`src/rtl/if_id_queue_pkg.sv`:
```
// Shared constants and entry layout for the IF/ID decoupling queue.
// The MIPS_NOP, IF_ID_QUEUE_DEPTH and IF_ID_ENTRY_W macros are also provided
// here for code that expects the MIPS header names.
`ifndef MIPS_NOP
`define MIPS_NOP 32'h0000_0000
`endif
`ifndef IF_ID_QUEUE_DEPTH
`define IF_ID_QUEUE_DEPTH 2
`endif
`ifndef IF_ID_ENTRY_W
`define IF_ID_ENTRY_W 64
`endif

package if_id_queue_pkg;

  localparam logic [31:0] MIPS_NOP          = 32'h0000_0000;
  localparam int unsigned IF_ID_QUEUE_DEPTH = 2;
  localparam int unsigned IF_ID_ENTRY_W     = 64;

  // One queued fetch result: PC+4 and the instruction word.
  typedef struct packed {
    logic [31:0] next_pc;
    logic [31:0] instr;
  } if_id_entry_t;

endpackage

```
`src/rtl/if_id_queue_ram.sv`:
```
// DEPTH x 64 entry storage: synchronous write, asynchronous read, no reset.
module if_id_queue_ram
  import if_id_queue_pkg::*;
#(
  parameter int unsigned DEPTH = IF_ID_QUEUE_DEPTH,
  localparam int unsigned PTR_W = $clog2(DEPTH)
) (
  input  logic               clk,
  input  logic               we_i,
  input  logic [PTR_W-1:0]   waddr_i,
  input  if_id_entry_t       wdata_i,
  input  logic [PTR_W-1:0]   raddr_i,
  output if_id_entry_t       rdata_o
);

  if_id_entry_t mem_q [DEPTH];

  // Write port; contents deliberately survive reset and flush.
  always_ff @(posedge clk) begin
    if (we_i) begin
      mem_q[waddr_i] <= wdata_i;
    end
  end

  assign rdata_o = mem_q[raddr_i];

endmodule

```
`src/rtl/if_id_queue.sv`:
```
// IF/ID decoupling queue with valid/ready on both sides and flush on taken
// branch. Optional feature: define IF_ID_QUEUE_BYPASS_EN to let a push into an
// empty queue fall through combinationally to the decode side.
module if_id_queue
  import if_id_queue_pkg::*;
#(
  parameter int unsigned DEPTH = IF_ID_QUEUE_DEPTH,
  localparam int unsigned PTR_W = $clog2(DEPTH)
) (
  input  logic             clk,
  input  logic             reset,
  input  logic             i_flush,
  input  logic             i_halt,
  input  logic             i_push_valid,
  output logic             o_push_ready,
  input  logic [31:0]      i_next_pc,
  input  logic [31:0]      i_instr,
  output logic             o_valid,
  input  logic             i_pop_ready,
  output logic [31:0]      o_next_pc,
  output logic [31:0]      o_instr,
  output logic [PTR_W:0]   o_count
);

  localparam int unsigned CNT_W = PTR_W + 1;

  logic [PTR_W-1:0] rd_ptr_q, rd_ptr_d;
  logic [PTR_W-1:0] wr_ptr_q, wr_ptr_d;
  logic [CNT_W-1:0] count_q, count_d;

  if_id_entry_t wr_entry;
  if_id_entry_t rd_entry;
  logic         empty;
  logic         valid_c;
  logic         push;
  logic         pop;
  logic         mem_we;

  assign wr_entry = '{next_pc: i_next_pc, instr: i_instr};
  assign empty    = (count_q == '0);

  if_id_queue_ram #(.DEPTH(DEPTH)) u_ram (
    .clk     (clk),
    .we_i    (mem_we),
    .waddr_i (wr_ptr_q),
    .wdata_i (wr_entry),
    .raddr_i (rd_ptr_q),
    .rdata_o (rd_entry)
  );

  // Head presentation: masked to NOP when empty, optional fall-through.
  always_comb begin
    valid_c   = !empty;
    o_instr   = empty ? MIPS_NOP : rd_entry.instr;
    o_next_pc = empty ? 32'h0 : rd_entry.next_pc;
`ifdef IF_ID_QUEUE_BYPASS_EN
    if (empty && i_push_valid) begin
      valid_c   = 1'b1;
      o_instr   = i_instr;
      o_next_pc = i_next_pc;
    end
`endif
  end

  assign o_valid      = valid_c;
  assign o_count      = count_q;
  assign o_push_ready = (count_q != CNT_W'(DEPTH)) && !i_halt;

  // Handshake decode and next pointer/count; flush dominates everything.
  always_comb begin
    push     = i_push_valid && o_push_ready && !i_flush;
    pop      = valid_c && i_pop_ready && !i_halt && !i_flush;
    mem_we   = push;
    rd_ptr_d = rd_ptr_q;
    wr_ptr_d = wr_ptr_q;
    count_d  = count_q;
    if (i_flush) begin
      rd_ptr_d = '0;
      wr_ptr_d = '0;
      count_d  = '0;
    end else if (empty && push && pop) begin
      // Fall-through entry consumed directly; never stored.
      mem_we = 1'b0;
    end else begin
      if (push) begin
        wr_ptr_d = wr_ptr_q + PTR_W'(1);
      end
      if (pop) begin
        rd_ptr_d = rd_ptr_q + PTR_W'(1);
      end
      count_d = count_q + CNT_W'(push) - CNT_W'(pop);
    end
  end

  // Pointer and occupancy registers.
  always_ff @(posedge clk or negedge reset) begin
    if (!reset) begin
      rd_ptr_q <= '0;
      wr_ptr_q <= '0;
      count_q  <= '0;
    end else begin
      rd_ptr_q <= rd_ptr_d;
      wr_ptr_q <= wr_ptr_d;
      count_q  <= count_d;
    end
  end

endmodule

```
`config.mk`:
```
export PLATFORM = sky130hd
export DESIGN_NAME = if_id_queue
export DESIGN_NICKNAME = d
export VERILOG_FILES = /design/src/rtl/if_id_queue_pkg.sv /design/src/rtl/if_id_queue_ram.sv /design/src/rtl/if_id_queue.sv
export SDC_FILE = /design/constraint.sdc
export NUM_CORES = 1
export LEC_CHECK = 0
export ABC_AREA = 1
export BUFFER_PORTS_ARGS = -buffer_cell sky130_fd_sc_hd__buf_2
export CORE_ASPECT_RATIO = 0.8
export CORE_MARGIN = 2
export CORE_UTILIZATION = 55
export DETAILED_ROUTE_END_ITERATION = 7
export MAX_ROUTING_LAYER = met4
export PLACE_DENSITY = 0.84
export REMOVE_ABC_BUFFERS = 1
export SYNTH_ARGS = -nofsm -noshare
export SYNTH_HDL_FRONTEND = slang
export SYNTH_SLANG_ARGS = --single-unit
```
`constraint.sdc`:
```
create_clock -name clk -period 7 [get_ports clk]
set_input_delay 0.35 -clock clk [delete_from_list [all_inputs] [get_ports clk]]
set_output_delay 0.35 -clock clk [all_outputs]
set_load 0.02 [all_outputs]
```
After elaboration in Yosys (flattened, before gate mapping). Memory sizes are Yosys's and may differ from the RTL's. Cells that the tools add are included.

Bits in registers: 4. RAM bits: 128. Input bits: 70. Output and inout bits: 68. Word-level logic and storage cells: 40. Memories: 1.

Add/sub/neg operators: 4. Equal/unequal tests: 2. Muxes and demuxes: 14. Reduce and logical (&&, ||, !) cells: 16.

Memory list: u_ram.mem_q (words 2, bits a word 64, rd ports 1, clocked after memory_dff 0, write ports 1, line if_id_queue_ram.sv:16) `if_id_entry_t mem_q [DEPTH];`.

Operator list (count): $mux 32 (2); $mux 1 (10); $logic_and 1x1->1 (8); $mux 2 (2); $ne 2x2->1 const B (2); $reduce_and 2->1 (2); $reduce_bool 2->1 (2); $logic_not 1->1 (3); $add 1x1->1 const B (2); $add 2x1->2 (1); $logic_not 2->1 (1); $sub 2x1->2 (1).

Logic depth before layout (Yosys ltp). Gate-level depths: netlist of the first run.

Word-level depth: 10. Gate-level depth with buffers: 11.

Modules after synthesis. Synthesis of the first run repeated with hierarchy kept, for this count alone.

Cell total of the unflattened synthesis: 511. Area, all modules: 5521.5 um2.

Modules (own cells, without submodules): if_id_queue_ram (instances 1, cells an instance 338, area an instance 4703.3 um2, seq. area each 3843.7 um2); if_id_queue (instances 1, cells an instance 173, area an instance 818.3 um2, seq. area each 100.1 um2).

Worst setup path before layout of the first run. Ideal clock, no wire load.

Kind: reg-to-reg. Start: register count_q[0], in the netlist o_count[0]. End: memory u_ram.mem_q[1][0] (netlist bit), enable pin. Library setup time: 0.486 ns. Arrival time: 3.437 ns. Required time: 6.514 ns. Setup slack: 3.077 ns. Cell stages (with the launch flop): 5. Path buffers: 0. Period minus slack after synthesis: 3.923 ns. Cell sequence: dfrtp_1 > inv_1 > nand2_1 > nand3_1 > nor2_1.

Cells in the longest elaborated chain, start to end: 10. Elaborated cells between the ends (all ways): 15. Classes of those cells: eq/ne (1); mux (4); reduce/logical (10).

Ends and longest elaborated chain: from (decl) (line if_id_queue.sv:29) `logic [CNT_W-1:0] count_q, count_d;`; from (signal assigned) (line if_id_queue.sv:104) `count_q <= count_d;`; $ne 2x2->1 / $logic_not 2->1 (equally long branches) (line if_id_queue.sv:67, if_id_queue.sv:40); $logic_and 1x1->1 / $logic_not 1->1 (equally long branches) (line if_id_queue.sv:67, if_id_queue.sv:53); $logic_and 1x1->1, on equally long branches (2 in series) (line if_id_queue.sv:71, if_id_queue.sv:72); $logic_and 1x1->1, on equally long branches (line if_id_queue.sv:81, if_id_queue.sv:72); $logic_and 1x1->1 (line if_id_queue.sv:81) `end else if (empty && push && pop) begin`; $mux 1 (line if_id_queue.sv:81); $mux 1 * (line if_id_queue.sv:77) `if (i_flush) begin`; $mux 1 * (line if_id_queue_ram.sv:20) `if (we_i) begin`; $mux 1 (implied by the code) * (line if_id_queue_ram.sv:21) `mem_q[waddr_i] <= wdata_i;`; to (decl) (line if_id_queue_ram.sv:16).

Mark *: on every way between the ends. The rest lies on a longest branch, timed or not.

Worst setup path after layout of the first run.
Start: register rd_ptr_q. End: output port o_instr[29].

Cells in the longest elaborated chain, start to end: 2.

Ends and longest elaborated chain: from (decl) (line if_id_queue.sv:27) `logic [PTR_W-1:0] rd_ptr_q, rd_ptr_d;`; from (signal assigned) (line if_id_queue.sv:102) `rd_ptr_q <= rd_ptr_d;`; $mem_v2 2x64; $mux 32 (line if_id_queue.sv:54) `o_instr = empty ? MIPS_NOP : rd_entry.instr;`; to (decl) (line if_id_queue.sv:21) `output logic [31:0] o_instr,`.

Every way passes these cells.

==> results of run 1 <==
-- Yosys cell counts --
cell	instances	area, um2
nor2_1	6	22.5
buf_4	4	30.0
inv_1	8	30.0
a21oi_2	60	526
or2_1	1	6.26
clkbuf_4	1	7.51
nand2_1	138	518
nor2_2	1	6.26
ha_1	2	25.0
edfxtp_1	128	3840
inv_2	1	3.75
buf_2	7	35.0
buf_12	7	140
nand3_1	6	30.0
a21oi_1	6	30.0
buf_6	2	22.5
dfrtp_1	4	100
-- sequential cells by signal, summed over array words and instances (netlist names) --
| signal | flops |
|---|---|
| u_ram.mem_q | 128 |
| o_count | 2 |
| rd_ptr_q | 1 |
| wr_ptr_q | 1 |
-- per-layer routing --
layer  global-route usage  routed length, um  share of wire  vias up
met5                    -                  0              0        -
met4               0.0904                 74         0.0069        0
met3               0.0491                668          0.062        7
met2                0.347               5370           0.50      130
met1                0.270               4660           0.43     1635
li1                     -                  -              -     1628
-- where the power goes --
part	switching [mW]	internal (mW)
Clock	0.330	0.526
Sequential	0.00963	0.906
Combinational	0.126	0.0549
-- how the worst max path moves through the flow --
stage                from                 to  slack (ps)
2_1_floorplan  o_count[0]  u_ram.mem_q[1][0]        3080
6_report         rd_ptr_q        o_instr[29]        4480
5_1_grt          rd_ptr_q        o_instr[29]        4270
4_1_cts          rd_ptr_q        o_instr[29]        4420
3_3_place_gp   o_count[1]         o_instr[0]        4890
3_5_place_dp     rd_ptr_q      o_next_pc[24]        4890
-- logic make-up (layout without fill, tap and decap cells) --
group           Yosys count  after routing
fa+ha+maj                 2              2
other cells               0              1
simple gates            152            152
flops                   132            132
buf+inv                  30            183
compound gates           66             66
-- timing repair --
| action | 4_1_cts | 5_1_grt |
|---|---|---|
| gates resized for setup | 0 | 0 |
| setup endpoints to repair | 0 | 0 |
| endpoints found under the hold margin | 4 | 0 |
| hold buffers | 1 | 0 |
-- cell type report --
class                           instances  area, um2  share of cell area
Clock inverter                         15        156              0.0236
Timing Repair Buffer                  142        726               0.110
Clock buffer                           17        425              0.0643
Antenna cell                            1       2.50            0.000378
Inverter                                9       33.8             0.00511
Tap cell                              119        149              0.0225
Sequential cell                       132       3950               0.596
Multi-Input combinational cell        220       1180               0.178
==> results.yml, run 1 <==
placed_design:
  pre_cts_ws_ps: 4890
  dpl_cell_area_um2: 6020
  place_congestion: 0.738
  dp_hpwl_um: 6320
  dp.cells: 621
  portBuffers: 137
cells_and_area:
  layout_commonest_cell: "nand2_1"
  n_fill_cell: 668
  final_area_um2: 6610
  fin_util: 0.691
  final_cell_mix: "nand2_1 (138), buf_2 (137), edfxtp_1 (128)"
  area.growth.synth_to_final_pct: 23.0
  final_net_count: 594
  fin_cells: 655
  drive_gt1_frac: 0.443
timing:
  rsz0062_at_grt: "false"
  tightest_slew_ps: 1090
  fmax_ghz: 0.397
  holdWs_ps: 134
  setup_violations: 0
  slew_headroom: 0.271
  skew_ps: 7.66
  setup_tns_ps: 0
  maxSlewViolCount: 0
  fin_crit_sh: 0.360
  period_needed_ps: 2520
  timing.final.ws_setup_ps: 4480
  timing.final.hold_violations: 0
drt:
  ant_nets: 0
  num_vias: 3400
  routed_wl_um: 10800
  drc: 0
  drt-initial-drc-count: 174
  dr.pass1.iters: 5
  vias_per_cell: 5.19
  routedWlPerCell_um: 16.4
power_and_ir_drop:
  peakVddDrop_mv: 0.187
  power_mw: 1.95
  p_leak_nw: 2.63
  powerDensity_nw_per_um2: 295
job:
  drv_cap: 0
critical_path:
  worst_ep_required_time_ps: 6650
  crit_family: "buffers and inverters"
  crit_type: "register to output port"
  regToRegStartpoint: "o_count[0]"
  crit_arrival_ps: 2170
  rr_worst_depth: 7
  r2r_slack_ps: 4910
  worst-path-buf-inv: 2
  crit_chain: "inv_2 -> nand2_1 -> a21oi_2 -> buf_2"
  cpMaxStageDelayCell: "inv_2"
  cp.depth: 4
  worstSetupEndpointType: "output port"
  cp-start-kind: "register"
  r2r-end: "u_ram.mem_q[0][41]"
  cpPeakStageDelay_ps: 780
  critical_path_peak_fanout: 65
synth:
  ys_warn_count: 0
  ys_types: 17
  synth-seq-cells: 132
  ys_seq_area_frac: 0.734
  synth_cells: 382
  syn_avg_cell_area_um2: 14.1
  synth_area_um2: 5380
  synth_xor_area_frac: 0
  synthMuxAreaShare: 0
  synth-compound-area-share: 0.103
  synthSimpleGateAreaFrac: 0.108
  synth_fa_ha_area_frac: 0.00465
  synth_top_family_by_area: "simple AND/OR/NAND/NOR gates"
global_route:
  grt_pass1_wl_um: 16500
  grt_max_degree: 66
  antenna_found_initial: 0
  global_route.usage.total: 0.217
  grt_pass1_vias: 3399
  grt_overflow: 0
cts:
  cts_max_path_buffers: 2
  cts_setup_buffers: 0
  cts_tree: "built"
  clk_pin_slew_ps: 60
  cts_sinks: 132
  numCtsBuffers: 17
  cts_max_level: 4
  clock_latency_ps: 400
  root_buffer: "clkbuf_16"
floorplan:
  die_x_um: 115
  io_pins: 138
  die_y_um: 92.4
  initial_core_util: 0.562
  placeableCoreArea_um2: 9570
  fp-row-count: 32
  design.die.area_um2: 10600
hold_path:
  hp-class: "input port to register"
  hold_end: "u_ram.mem_q[0][20]"
  min_from: "i_instr[20]"
  hold_depth: 1
run_status:
  status: "finished, final reports clean"
No activity file was read; power rests on OpenSTA's default activity.
==> inputs of run 2 (changes only) <==
--- a/config.mk
+++ b/config.mk
@@ -5,14 +5,14 @@
 export SDC_FILE = /design/constraint.sdc
 export NUM_CORES = 1
 export LEC_CHECK = 0
-export ABC_AREA = 1
+export ABC_AREA = 0
 export BUFFER_PORTS_ARGS = -buffer_cell sky130_fd_sc_hd__buf_2
 export CORE_ASPECT_RATIO = 0.8
 export CORE_MARGIN = 2
-export CORE_UTILIZATION = 55
+export CORE_UTILIZATION = 47
 export DETAILED_ROUTE_END_ITERATION = 7
 export MAX_ROUTING_LAYER = met4
-export PLACE_DENSITY = 0.84
+export PLACE_DENSITY = 0.78
 export REMOVE_ABC_BUFFERS = 1
 export SYNTH_ARGS = -nofsm -noshare
 export SYNTH_HDL_FRONTEND = slang
==> constraint.sdc (replaced) <==
create_clock -name clk -period 2.3 [get_ports clk]
set_input_delay 0.115 -clock clk [delete_from_list [all_inputs] [get_ports clk]]
set_output_delay 0.115 -clock clk [all_outputs]
set_load 0.02 [all_outputs]
==> run 2 against run 1 <==
Net effect:
- global-route usage is 1.9 points lower
- sequential power grew to 3.0 times the previous value
- synthesized area is 5.6% lower
- routed wire length is 0.82% higher
- cell count is 2.1% higher
- worst hold slack worse by 91 ps
==> results.yml, run 2 <==
synth:
  synthArstFlopShare: 0.0303
  yosysTopAreaCellShare: 0.757
  synth_edf_count: 128
  syn_avg_cell_area_um2: 17.0
  synth_top_area_cell: "edfxtp_1"
  yosysMostFrequentCell: "edfxtp_1"
  synth-seq-cells: 132
  ys_seq_area_frac: 0.777
  synth_cells: 299
  synth-compound-area-share: 0.00591
  ys.flop_type: "edfxtp_1"
  synth_top_family_by_area: "multiplexers"
  synthSimpleGateAreaFrac: 0.0601
  synth_xor_area_frac: 0.00172
  synth_area_leaders: "edfxtp_1 (76%), mux2i_1 (13%), nor2_1 (5.1%), dfrtp_1 (2.0%), buf_6 (1.3%)"
  ys_warn_count: 0
  synth_fa_ha_area_frac: 0.00493
  synth_area_um2: 5080
  synthMuxAreaShare: 0.126
  ys_types: 22
  netlist_top_cells_count: "edfxtp_1 (128), nor2_1 (69), mux2i_1 (64), buf_2 (6), buf_6 (6)"
drt:
  drt-initial-drc-count: 181
  num_vias: 3257
  dr.pass1.iters: 4
  routedWlPerCell_um: 16.2
  drc: 0
  ant_nets: 0
  vias_per_cell: 4.87
  routed_wl_um: 10900
timing:
  fmax_ghz: 0.472
  skew_ps: 7.21
  period_needed_ps: 2120
  tightest_slew_ps: 524
  timing.final.hold_violations: 0
  maxSlewViolCount: 0
  rsz0062_at_grt: "false"
  setup_tns_ps: 0
  timing.final.ws_setup_ps: 181
  holdWs_ps: 42.5
  fin_crit_sh: 0.921
  setup_violations: 0
  slew_headroom: 0.651
power_and_ir_drop:
  peakVddDrop_mv: 0.589
  p_leak_nw: 2.79
  powerDensity_nw_per_um2: 839
global_route:
  grt_pass1_wl_um: 16700
  grt_max_degree: 41
  antenna_found_initial: 0
  global_route.usage.total: 0.197
  grt_pass1_vias: 3373
  grt_overflow: 0
placed_design:
  dpl_cell_area_um2: 5970
  pre_cts_ws_ps: 547
  place_congestion: 0.787
  dp_hpwl_um: 6370
  dp.cells: 572
  portBuffers: 137
critical_path:
  worst_ep_required_time_ps: 2180
  cp-start-kind: "register"
  regToRegStartpoint: "o_count[1]"
  r2r_slack_ps: 540
  r2r-end: "o_count[1]"
  crit_arrival_ps: 2000
  critical_path_peak_fanout: 29
  rr_worst_depth: 8
  worstSetupEndpointType: "output port"
  crit_type: "register to output port"
floorplan:
  placeableCoreArea_um2: 10400
  design.die.area_um2: 11700
  initial_core_util: 0.490
  io_pins: 138
  fp-row-count: 33
  die_x_um: 120
  die_y_um: 97.0
cells_and_area:
  drive_gt1_frac: 0.335
  regMostFlops: "u_ram.mem_q"
  largest_reg_flops: 128
  layout_commonest_cell: "buf_2"
  area.growth.synth_to_final_pct: 42.8
  final_net_count: 589
  n_antenna_cell: 0
  fin_cells: 669
  final_area_um2: 7250
  final_cell_mix: "buf_2 (137), edfxtp_1 (128), nor2_1 (66), dlygate4sd3_1 (66), mux2i_1 (64)"
run_status:
  status: "finished, final reports clean"
cts:
  numCtsBuffers: 17
  clk_pin_slew_ps: 50
  root_buffer: "clkbuf_16"
  clock_latency_ps: 410
  cts_max_path_buffers: 2
  cts_max_level: 4
  cts_sinks: 132
  cts_tree: "built"
hold_path:
  hp-class: "input port to asynchronous set/reset pin"
job:
  drv_cap: 0
-- run 2: worst max path at each step --
| stage | from | to | slack (ps) | cells past startpoint |
|---|---|---|---|---|
| final | rd_ptr_q | o_instr[23] | 180 | 4 |
| after detailed placement | o_count[1] | o_count[1] | 550 | 8 |
| after global routing | rd_ptr_q | o_instr[23] | 80 | 4 |
| after CTS | rd_ptr_q | o_instr[23] | 150 | 4 |
| after global placement | o_count[0] | o_count[1] | 630 | 8 |
| after floorplan | o_count[0] | u_ram.mem_q[0][0] | -1670 | 3 |
-- run 2: cell families after synthesis --
| logic type | count (synthesis) |
|---|---|
| XOR/XNOR | 1 |
| flip-flops | 132 |
| AND/OR/NAND/NOR | 77 |
| AO/OA/AOI/OAI | 5 |
| buffers and inverters | 18 |
| multiplexers | 64 |
| adder cells (fa/ha/maj) | 2 |
-- run 2: routing by layer --
metal  up-vias  global-route usage  share of wire
li1       1547                   -              -
met1      1577               0.227           0.42
met2       126               0.331           0.51
met3         7              0.0660          0.063
met4         0              0.0552         0.0076
met5         -                   -              0
-- run 2: through the flow --
step	utilization	total power, mW
floorplan	-	3.02
CTS	0.699	6.12
global route	0.699	6.28
global placement	0.576	3.22
detailed placement	0.576	3.23
finish	0.699	6.08
-- run 2: layout make-up --
type,count,area (um2)
clock buffer,19,433
inverter,4,15.0
clock inverter,12,186
tap,140,175
timing repair buffer,213,1460
multi-input combinational,149,1030
sequential,132,3950
fill,707,3120
-- run 2: power breakdown --
part | internal [mW] | switching, mW
sequential | 2.70 | 0.0267
clock | 1.90 | 0.912
combinational | 0.237 | 0.305
-- run 2: what timing repair did --
item / CTS / global route
gates resized for setup: 0 / 0
hold buffers: 66 / 0
buffers inserted: 0 / 0
endpoints found under the hold margin: 135 / 0
setup endpoints to repair: 0 / 0
-- run 2: critical path, stage by stage (launching register included) --
cell and delay, ps:
dfrtp_4 760, buf_4 310, mux2i_1 260, nor2_1 80
buf_2 180
==> inputs of run 3 (changes only) <==
--- a/config.mk
+++ b/config.mk
@@ -11,6 +11,7 @@
 export CORE_MARGIN = 2
 export CORE_UTILIZATION = 47
 export DETAILED_ROUTE_END_ITERATION = 7
+export HOLD_SLACK_MARGIN = 0.05
 export MAX_ROUTING_LAYER = met4
 export PLACE_DENSITY = 0.78
 export REMOVE_ABC_BUFFERS = 1
==> run 3 against run 2 <==
Net effect:
- global-route usage rose by 0.053 points
- sequential power barely moved
- clock power about the same
- critical endpoint unchanged
==> results.yml, run 3 (synthesized netlist as in run 2, its figures left out) <==
run_status:
  status: "finished, final reports clean"
cts:
  cts_setup_buffers: 0
  clk_pin_slew_ps: 50
  cts_hold_buf: 68
  cts_tree: "built"
  cts_sinks: 132
  clock_latency_ps: 410
  post_cts_resized: 0
  root_buffer: "clkbuf_16"
  cts_max_path_buffers: 2
  cts_max_level: 4
  numCtsBuffers: 17
placed_design:
  dp.cells: 572
  place_congestion: 0.787
  dpl_cell_area_um2: 5970
  pre_cts_ws_ps: 547
  portBuffers: 137
  dp_hpwl_um: 6370
floorplan:
  io_pins: 138
  placeableCoreArea_um2: 10400
  design.die.area_um2: 11700
  die_x_um: 120
  initial_core_util: 0.490
  fp-row-count: 33
  die_y_um: 97.0
critical_path:
  cp-start-kind: "register"
  r2r_slack_ps: 410
  worst_ep_required_time_ps: 2180
  worstSetupStartpoint: "rd_ptr_q"
  critical_path_peak_fanout: 29
  crit_arrival_ps: 2000
  critical_path.endpoint: "o_instr[23]"
  regToRegStartpoint: "rd_ptr_q"
  r2r-end: "rd_ptr_q"
  worstSetupEndpointType: "output port"
  rr_worst_depth: 3
  crit_type: "register to output port"
drt:
  vias_per_cell: 4.91
  dr.pass1.iters: 5
  ant_nets: 0
  routed_wl_um: 10900
  drt-initial-drc-count: 148
  num_vias: 3294
  drc: 0
  routedWlPerCell_um: 16.3
job:
  drv_cap: 0
timing:
  tightest_slew_ps: 524
  timing.final.ws_setup_ps: 183
  rsz0062_at_grt: "false"
  setup_violations: 0
  fmax_ghz: 0.472
  fin_crit_sh: 0.920
  skew_ps: 10.5
  slew_headroom: 0.650
  maxSlewViolCount: 0
  timing.final.hold_violations: 0
  setup_tns_ps: 0
  period_needed_ps: 2120
cells_and_area:
  final_net_count: 591
  multiInputGateArea_um2: 1030
  final_area_um2: 7270
  n_antenna_cell: 0
  layout_commonest_cell: "buf_2"
  final_cell_mix: "buf_2 (137), edfxtp_1 (128), dlygate4sd3_1 (68)"
  n_fill_cell: 706
  drive_gt1_frac: 0.333
  largest_reg_flops: 128
  area.growth.synth_to_final_pct: 43.1
  regArea_um2: 3950
  fin_cells: 671
  regMostFlops: "u_ram.mem_q"
hold_path:
  hp-class: "input port to register"
power_and_ir_drop:
  powerDensity_nw_per_um2: 837
  power_mw: 6.09
  peakVddDrop_mv: 0.596
  p_leak_nw: 2.80
global_route:
  grt_pass1_wl_um: 16800
  grt_overflow: 0
  antenna_found_initial: 0
  grt_max_degree: 41
  grt_pass1_vias: 3382
  global_route.usage.total: 0.198
-- run 3: cell types whose count changed in the layout (fill, tap and decap cells not counted), sizes merged --
cell	before	now
dlygate4sd3	66	68
-- run 3: worst min-delay path by stage --
stage | from | to | cells past startpoint
4_1_cts | i_push_valid | wr_ptr_q | 3
3_3_place_gp | reset | o_count[0] | 1
2_1_floorplan | reset | o_count[0] | 0
5_1_grt | i_push_valid | wr_ptr_q | 3
3_5_place_dp | reset | o_count[0] | 1
6_report | i_push_valid | wr_ptr_q | 3
-- run 3: per-stage QoR --
step	util	hold WS (ps)
floorplan	-	-181
global placement	0.576	-73.5
detailed placement	0.576	-72.9
CTS	0.701	56.0
global route	0.701	61.7
finish	0.701	77.0
-- run 3: cell type report --
type                            count  area share
Multi-Input combinational cell    149       0.142
Clock buffer                       19      0.0596
Tap cell                          140      0.0241
Inverter                            4     0.00207
Timing Repair Buffer              215       0.203
Sequential cell                   132       0.543
Clock inverter                     12      0.0256
-- run 3: metal layers --
layer,track usage,up-vias,wire (um)
met1,0.228,1614,4560
met5,-,-,0
li1,-,1551,-
met3,0.0660,4,712
met4,0.0552,0,66
met2,0.332,125,5590
-- run 3: report_power, final --
part	internal (mW)	switching [mW]	total, mW
Combinational	0.239	0.307	0.546
Sequential	2.70	0.0270	2.73
Clock	1.90	0.913	2.81
-- run 3: worst max-delay path, stage by stage, from the launching register on --
cell	delay (ps)
dfrtp_4	760
buf_4	310
mux2i_1	260
nor2_1	80
buf_2	180
